$ cat src/rtl/shifter_pkg.sv
// -----------------------------------------------------------------------------
// shifter_pkg
// Shared definitions for the shift_sequencer controller and the shifter8
// datapath it drives:
//   - SH_* : 3-bit shifter op codes (sh_op)
//   - OP_* : 2-bit command op codes (cmd_op)
//   - state_t : controller states
//   - MAX_STEP : largest distance one shifter step can cover
//   - op_to_sh / step_of : helpers for op translation and step sizing
// -----------------------------------------------------------------------------
package shifter_pkg;

    localparam logic [2:0] SH_NOP  = 3'b000;
    localparam logic [2:0] SH_LOAD = 3'b001;
    localparam logic [2:0] SH_LSL  = 3'b010;
    localparam logic [2:0] SH_LSR  = 3'b011;
    localparam logic [2:0] SH_ASR  = 3'b100;

    localparam logic [1:0] OP_LSL  = 2'b00;
    localparam logic [1:0] OP_LSR  = 2'b01;
    localparam logic [1:0] OP_ASR  = 2'b10;
    localparam logic [1:0] OP_RSVD = 2'b11;

    localparam logic [3:0] MAX_STEP = 4'd3;

    typedef enum logic [1:0] {
        ST_IDLE  = 2'd0,
        ST_LOAD  = 2'd1,
        ST_SHIFT = 2'd2,
        ST_CAPT  = 2'd3
    } state_t;

    // Command op -> shifter op. The reserved code never reaches SHIFT
    // (its distance is forced to 0), so NOP is only a safe fallback.
    function automatic logic [2:0] op_to_sh(input logic [1:0] op);
        case (op)
            OP_LSL:  return SH_LSL;
            OP_LSR:  return SH_LSR;
            OP_ASR:  return SH_ASR;
            default: return SH_NOP;
        endcase
    endfunction

    // Distance of the next step: as much of the remainder as one step allows.
    function automatic logic [1:0] step_of(input logic [3:0] rem);
        return (rem >= MAX_STEP) ? MAX_STEP[1:0] : rem[1:0];
    endfunction

endpackage

$ cat src/rtl/shift_sequencer.sv
// -----------------------------------------------------------------------------
// shift_sequencer
// Sequences one shift command (distance 0..15) onto an 8-bit shifter that can
// only move 0..3 bits per cycle: LOAD the operand, issue ceil(amt/3) steps,
// then capture the shifter's registered output and pulse done.
//
// Ports:
//   clk, reset        clock, synchronous active-high reset
//   start             command strobe, only honoured in IDLE
//   cmd_op[1:0]       00 LSL, 01 LSR, 10 ASR, 11 reserved (load only)
//   cmd_amt[3:0]      total shift distance
//   cmd_data[7:0]     operand
//   busy              high from LOAD through CAPT
//   done              one-cycle pulse, result valid from then on
//   result[7:0]       captured result
//   sh_op[2:0]        op to the shifter
//   sh_shamt[1:0]     per-step distance to the shifter
//   sh_d_in[7:0]      operand to the shifter (latched command data)
//   sh_d_out[7:0]     registered shifter output
// -----------------------------------------------------------------------------
module shift_sequencer
    import shifter_pkg::*;
(
    input  logic       clk,
    input  logic       reset,
    input  logic       start,
    input  logic [1:0] cmd_op,
    input  logic [3:0] cmd_amt,
    input  logic [7:0] cmd_data,
    output logic       busy,
    output logic       done,
    output logic [7:0] result,
    output logic [2:0] sh_op,
    output logic [1:0] sh_shamt,
    output logic [7:0] sh_d_in,
    input  logic [7:0] sh_d_out
);

    state_t     r_state;
    logic [1:0] r_op;
    logic [3:0] r_rem;
    logic [7:0] r_data;
    logic [7:0] r_result;
    logic       r_done;
    logic [2:0] r_sh_op;
    logic [1:0] r_sh_shamt;

    logic [1:0] w_step;

    // r_rem is already reduced by the step being issued, so the decision
    // made in LOAD and in SHIFT is the same: another step, or capture.
    assign w_step = step_of(r_rem);

    always_ff @(posedge clk) begin
        if (reset) begin
            r_state    <= ST_IDLE;
            r_op       <= OP_LSL;
            r_rem      <= 4'd0;
            r_data     <= 8'h00;
            r_result   <= 8'h00;
            r_done     <= 1'b0;
            r_sh_op    <= SH_NOP;
            r_sh_shamt <= 2'd0;
        end else begin
            r_done <= 1'b0;
            case (r_state)
                ST_IDLE: begin
                    r_sh_op    <= SH_NOP;
                    r_sh_shamt <= 2'd0;
                    if (start) begin
                        r_op    <= cmd_op;
                        r_rem   <= (cmd_op == OP_RSVD) ? 4'd0 : cmd_amt;
                        r_data  <= cmd_data;
                        r_sh_op <= SH_LOAD;
                        r_state <= ST_LOAD;
                    end
                end
                ST_LOAD, ST_SHIFT: begin
                    if (r_rem != 4'd0) begin
                        r_sh_op    <= op_to_sh(r_op);
                        r_sh_shamt <= w_step;
                        r_rem      <= r_rem - {2'b00, w_step};
                        r_state    <= ST_SHIFT;
                    end else begin
                        // Shifter holds its value through CAPT.
                        r_sh_op    <= SH_NOP;
                        r_sh_shamt <= 2'd0;
                        r_state    <= ST_CAPT;
                    end
                end
                ST_CAPT: begin
                    r_result   <= sh_d_out;
                    r_done     <= 1'b1;
                    r_sh_op    <= SH_NOP;
                    r_sh_shamt <= 2'd0;
                    r_state    <= ST_IDLE;
                end
                default: r_state <= ST_IDLE;
            endcase
        end
    end

    assign busy     = (r_state != ST_IDLE);
    assign done     = r_done;
    assign result   = r_result;
    assign sh_op    = r_sh_op;
    assign sh_shamt = r_sh_shamt;
    assign sh_d_in  = r_data;

endmodule

$ cat config.mk
export PLATFORM = sky130hd
export DESIGN_NAME = shift_sequencer
export DESIGN_NICKNAME = d
export VERILOG_FILES = /design/src/rtl/shifter_pkg.sv /design/src/rtl/shift_sequencer.sv
export SDC_FILE = /design/constraint.sdc
export NUM_CORES = 1
export LEC_CHECK = 0
export BUFFER_PORTS_ARGS = -buffer_cell sky130_fd_sc_hd__buf_4
export CAP_MARGIN = 20
export CORE_ASPECT_RATIO = 0.6
export CORE_MARGIN = 2
export CORE_UTILIZATION = 45
export DETAILED_ROUTE_END_ITERATION = 6
export HOLD_SLACK_MARGIN = 0.06
export PLACE_DENSITY_LB_ADDON = 0.05
export SYNTH_ARGS = -nofsm -noshare
export SYNTH_HDL_FRONTEND = slang
export SYNTH_SLANG_ARGS = --single-unit
$ cat constraint.sdc
create_clock -name clk -period 4.1 [get_ports clk]
set_input_delay 0.615 -clock clk [delete_from_list [all_inputs] [get_ports clk]]
set_output_delay 0.615 -clock clk [all_outputs]
set_load 0.03 [all_outputs]
* Word-level counts from Yosys, hierarchy flattened *
Cells that the tools add are included.

storage, ports and cells
  logic and storage cells = 42
  output and inout port bits = 23
  input bits = 25
  register bits after elaboration = 30

operators by class
  reduce and logical (&&, ||, !) cells = 9
  equality and inequality tests = 8
  mux-type cells = 15
  magnitude comparators = 1
  add/subtract/negate cells = 1

operators by type and width
  kind                                                                                  count
  3-bit case mux with 3 select lines                                                    2
  4-bit 2-to-1 mux                                                                      3
  2-bit == test (second input constant)                                                 4
  4-bit case mux with 2 select lines                                                    1
  2-bit 2-to-1 mux                                                                      3
  2-bit case mux with 3 select lines                                                    1
  2-bit by 1-bit == test with 1-bit output (second input constant)                      2
  4-bit by 2-bit greater-or-equal comparator with 1-bit output (second input constant)  1
  2-bit logical NOT                                                                     2
  2-bit inequality test (second input constant)                                         2
  2-bit case mux with 2 select lines                                                    1
  2-bit nonzero test                                                                    2
  4-bit nonzero test                                                                    1
  2-bit OR reduction                                                                    2
  4-bit by 2-bit subtractor with 4-bit output                                           1
  1-bit 2-to-1 mux                                                                      3
  3-bit 2-to-1 mux                                                                      1
  3-bit AND reduction                                                                   1
  2-bit AND reduction                                                                   1

* Longest topological paths before layout *
  depth in word-level cells = 5
  mapped depth = 6
  depth with buffers taken out = 5

* Least setup slack after synthesis *
No wires, ideal clock.

  kind = flip-flop to flip-flop
  start = register r_state[0]
  end = register r_rem[2]
  library setup time = 0.091 ns
  buffers on the path = 1
  required time = 4.009 ns
  cell stages (with the launch flop) = 7
  period minus slack after synthesis = 1.461 ns
  path slack = 2.639 ns
  data arrival time = 1.370 ns
  cells stage by stage = dfxtp_1 > inv_1 > ha_1 > buf_2 > a21oi_1 > nand2_1 > a311oi_1

on the way
  word-level cells in the longest chain between the ends = 4
  elaborated cells on any way between the ends = 9
  those cells by class = eq/ne (4); mux (1); reduce/logical (4)

RTL lines
  element                                                                           line                   RTL
  start, declared                                                                   shift_sequencer.sv:39  state_t r_state;
  start signal, assigned                                                            shift_sequencer.sv:56  r_state <= ST_IDLE;
  start signal, assigned                                                            shift_sequencer.sv:75  r_state <= ST_LOAD;
  start signal, assigned                                                            shift_sequencer.sv:83  r_state <= ST_SHIFT;
  2-bit by 1-bit == test with 1-bit output / 2-bit == test (equally long branches)  shift_sequencer.sv:66  case (r_state)
  2-bit OR reduction                                                                shift_sequencer.sv:66
  2-bit inequality test (no line) / 2-bit nonzero test (equally long branches)      n/a
  3-bit AND reduction (no line)                                                     n/a
  end signal, assigned                                                              shift_sequencer.sv:72  r_rem <= (cmd_op == OP_RSVD) ? 4'd0 : cmd_amt;
  end signal, assigned                                                              shift_sequencer.sv:82  r_rem <= r_rem - {2'b00, w_step};
  end, declared                                                                     shift_sequencer.sv:41  logic [3:0] r_rem;

Parallel ways exist; a longest one is shown, timed or not.
A chain may end at the register's enable or synchronous reset.

* Worst setup path after layout *
  start = register r_state[0]
  end = output busy

on the way
  word-level cells in the longest chain between the ends = 1

RTL lines
  element             line                    RTL
  2-bit nonzero test  shift_sequencer.sv:103  assign busy = (r_state != ST_IDLE);
  end, declared       shift_sequencer.sv:30   output logic busy,

No other way between the ends.

==> impl_metrics.json <==
{
  "initial_core_util_pct": 48.4,
  "cts_hold_buffers": 0,
  "fp.dieArea_um2": 3200,
  "insertion_delay_ns": 0.28,
  "detailed_router_s_first_iteration_violation_count": 81,
  "register_bit_total_from_synthesis": 30,
  "floorplan.die.width_um": 71.7,
  "finalCritPeriodShare_pct": 44.5,
  "critPathMaxFanout": 6,
  "post_route_cells_drive_above_1_share_pct": 31.5,
  "routed-via-count": 1097,
  "worst_pin_slew_ns": 0.533,
  "rsz0062_at_grt": "no",
  "clk_path_buf_depth": 2,
  "layout.cells.most_common_list": "47 x sky130_fd_sc_hd__buf_4, 30 x sky130_fd_sc_hd__dfxtp_1, 23 x sky130_fd_sc_hd__nand2_1",
  "antenna_left": 0,
  "route.detailed.wl_per_inst_um": 13.3,
  "via_per_inst": 5.08,
  "setup_viol": 0,
  "worstReg2RegStart": "r_state[1]",
  "groute.usage.overall_pct": 19.2,
  "io_buffer_count": 47,
  "min_period_ns": 1.82,
  "layout_commonest_cell": "sky130_fd_sc_hd__buf_4",
  "cpMaxStageDelayCell": "sky130_fd_sc_hd__dfxtp_1",
  "synth.yosys.warnings": 0,
  "postCtsResizedCells": 0,
  "setup.worst_path.end_class": "output pin",
  "worst_hold_endpoint": "sh_d_in[5]",
  "path_class": "flip-flop to output pin",
  "worstHoldPathType": "flip-flop to flip-flop",
  "status": "completed",
  "ctsHtreeMaxLevel": 2,
  "cts_tree": "built",
  "std_cell_rows": 14,
  "numCtsBuffers": 5,
  "synth_seq_area_share_pct": 48.5,
  "static_leakage_power_nw": 0.766,
  "timing.setup.tns_ns": 0,
  "path_delay_family": "flip-flops",
  "cp_slowest_stage_delay_ns": 0.35,
  "worst_ep_required_time_ns": 3.48,
  "timing.hold.worst_path_depth": 2,
  "remaining_drc_errors": 0,
  "timing.max_slew.rel_slack_pct": 64.5,
  "drt-total-wl_um": 2880,
  "dp_hpwl_um": 2090,
  "gp_routability_congestion": 0.770,
  "top_level_ports": 48,
  "fmax_mhz": 549,
  "drv_cap": 0,
  "power_density_nw_per_um2": 819,
  "nets": 212,
  "fin_skew_ns": 0.00808,
  "grt_first_pass_wirelength_um": 4550,
  "synth_cell_type_count": 29,
  "fp.coreArea_um2": 2560,
  "synth_nets": 165,
  "clkTransAtPathRegs_ns": 0.07,
  "timing.final.max_slew_violations": 0,
  "worst_path_buf_inv": 3,
  "globalRoute.totalOverflow": 0,
  "number_of_antenna_violations_at_the_first_check_in_global_routing": 0,
  "crit_path_start_kind": "flip-flop",
  "clock_sink_count": 30,
  "grt_max_degree": 30,
  "r2r_end": "r_rem[1]",
  "mean_area_per_synthesized_cell_um2": 9.10,
  "cts_root_buffer": "sky130_fd_sc_hd__clkbuf_8",
  "vdd_ir_drop_max_uv": 404,
  "postSynthCellCount": 136,
  "die_h_um": 44.6,
  "dp_worst_slack_ns": 2.46,
  "final_critical_path_setup_slack_ns": 2.28,
  "finalHoldViolations": 0,
  "min_from": "sh_d_in[5]",
  "critPathArrivalTime_ns": 1.21,
  "worstRegToRegCells": 5,
  "critPathMostFrequentCell": "sky130_fd_sc_hd__inv_1",
  "regToRegSetupSlack_ns": 2.45,
  "num_antenna_cells": 0,
  "area_delta_synth_final_pct": 40.8,
  "cts.repair_timing.setup_buffer_count": 0,
  "crit_path_cell_trace": "inv_1 > ha_1 > inv_1 > buf_4",
  "firstDrtPassIters": 4,
  "first_global_vias": 974,
  "netlist_area_um2": 1240
}
==> cell families (layout without fill, tap and decap cells) <==
| group | count (synthesis) | in the layout | synth area share, % |
|---|---|---|---|
| buffers and inverters | 12 | 60 | 3.94 |
| flip-flops | 30 | 30 | 48.5 |
| multiplexers | 10 | 10 | 8.09 |
| AO/OA/AOI/OAI | 28 | 28 | 15.0 |
| adder cells (fa/ha/maj) | 4 | 4 | 4.04 |
| AND/OR/NAND/NOR | 52 | 52 | 20.4 |
==> final cells by class <==
cell class                 count  area (um^2)
fill                         208          815
tap                           32         40.0
multi-input combinational     94          588
clock buffer                   6         82.6
inverter                       5         18.8
sequential                    30          601
timing repair buffer          47          353
clock inverter                 2         60.1
==> stage by stage <==
stage / hold WS [ns] / util, % / total power, mW / cell area [um^2] / std cells
floorplan: 0.440 / - / 0.890 / 1240 / 136
global placement: 0.442 / 62.6 / 1.03 / 1600 / 208
detailed placement: 0.450 / 62.6 / 1.06 / 1600 / 208
CTS: 0.460 / 68.2 / 1.43 / 1740 / 216
global route: 0.474 / 68.2 / 1.52 / 1740 / 216
finish: 0.453 / 68.2 / 1.43 / 1740 / 216
==> worst reg2reg max path, delay by kind of cell, from the launching register on <==
family | cells | cell delay, ns
AOI/OAI and AO/OA | 2 | 0.44
adders and majority gates | 1 | 0.49
buffers and inverters | 1 | 0.08
DFF | 1 | 0.35
muxes | 1 | 0.21
==> where the power goes <==
group | total [mW] | switching [mW] | internal [mW]
Combinational | 0.627 | 0.362 | 0.265
Clock | 0.367 | 0.108 | 0.259
Sequential | 0.433 | 0.0723 | 0.361
==> worst max-delay path by stage <==
| stage | startpoint | endpoint | slack, ns | cells after the start |
|---|---|---|---|---|
| 4_1_cts | r_state[0] | busy | 2.28 | 4 |
| 3_3_place_gp | reset | sh_op[0] | 2.52 | 4 |
| 6_report | r_state[0] | busy | 2.28 | 4 |
| 3_5_place_dp | r_state[1] | r_rem[0] | 2.46 | 5 |
| 2_1_floorplan | r_state[0] | r_rem[2] | 2.64 | 6 |
| 5_1_grt | r_state[0] | busy | 2.16 | 4 |
==> synth_stat cells <==
| library cell | count | area, um^2 |
|---|---|---|
| sky130_fd_sc_hd__a211oi_1 | 2 | 15.0 |
| sky130_fd_sc_hd__a21o_1 | 1 | 7.51 |
| sky130_fd_sc_hd__a21oi_1 | 14 | 70.1 |
| sky130_fd_sc_hd__a22oi_1 | 1 | 7.51 |
| sky130_fd_sc_hd__a2bb2oi_1 | 2 | 17.5 |
| sky130_fd_sc_hd__a311oi_1 | 1 | 8.76 |
| sky130_fd_sc_hd__a311oi_2 | 1 | 15.0 |
| sky130_fd_sc_hd__and2_1 | 1 | 6.26 |
| sky130_fd_sc_hd__and3b_2 | 1 | 10.0 |
| sky130_fd_sc_hd__buf_1 | 1 | 3.75 |
| sky130_fd_sc_hd__buf_2 | 3 | 15.0 |
| sky130_fd_sc_hd__clkbuf_1 | 3 | 11.3 |
| sky130_fd_sc_hd__dfxtp_1 | 30 | 601 |
| sky130_fd_sc_hd__ha_1 | 4 | 50.1 |
| sky130_fd_sc_hd__inv_1 | 5 | 18.8 |
| sky130_fd_sc_hd__mux2i_1 | 10 | 100 |
| sky130_fd_sc_hd__nand2_1 | 23 | 86.3 |
| sky130_fd_sc_hd__nand2b_1 | 3 | 18.8 |
| sky130_fd_sc_hd__nand3b_1 | 2 | 15.0 |
| sky130_fd_sc_hd__nor2_1 | 14 | 52.6 |
| sky130_fd_sc_hd__nor2b_1 | 2 | 12.5 |
| sky130_fd_sc_hd__nor3_1 | 2 | 10.0 |
| sky130_fd_sc_hd__nor4_1 | 2 | 12.5 |
| sky130_fd_sc_hd__nor4_4 | 1 | 21.3 |
| sky130_fd_sc_hd__o21ai_0 | 1 | 5.00 |
| sky130_fd_sc_hd__o21bai_1 | 2 | 15.0 |
| sky130_fd_sc_hd__o2bb2ai_1 | 1 | 8.76 |
| sky130_fd_sc_hd__o31ai_1 | 2 | 15.0 |
| sky130_fd_sc_hd__or4_1 | 1 | 7.51 |
==> flip-flops by register name, summed over array words and instances (netlist names) <==
| register | cells |
|---|---|
| r_rem | 4 |
| r_op | 2 |
| sh_d_in | 8 |
| sh_shamt | 2 |
| done | 1 |
| result | 8 |
| sh_op | 3 |
| r_state | 2 |
==> metal layers <==
layer | vias up | track usage, % | part of all wire [%]
li1 | 559 | - | -
met1 | 492 | 25.6 | 48
met2 | 41 | 27.8 | 44
met3 | 5 | 6.61 | 7.1
met4 | 0 | 10.2 | 1.1
met5 | - | 0 | 0
(Power assumes the default switching activity.)
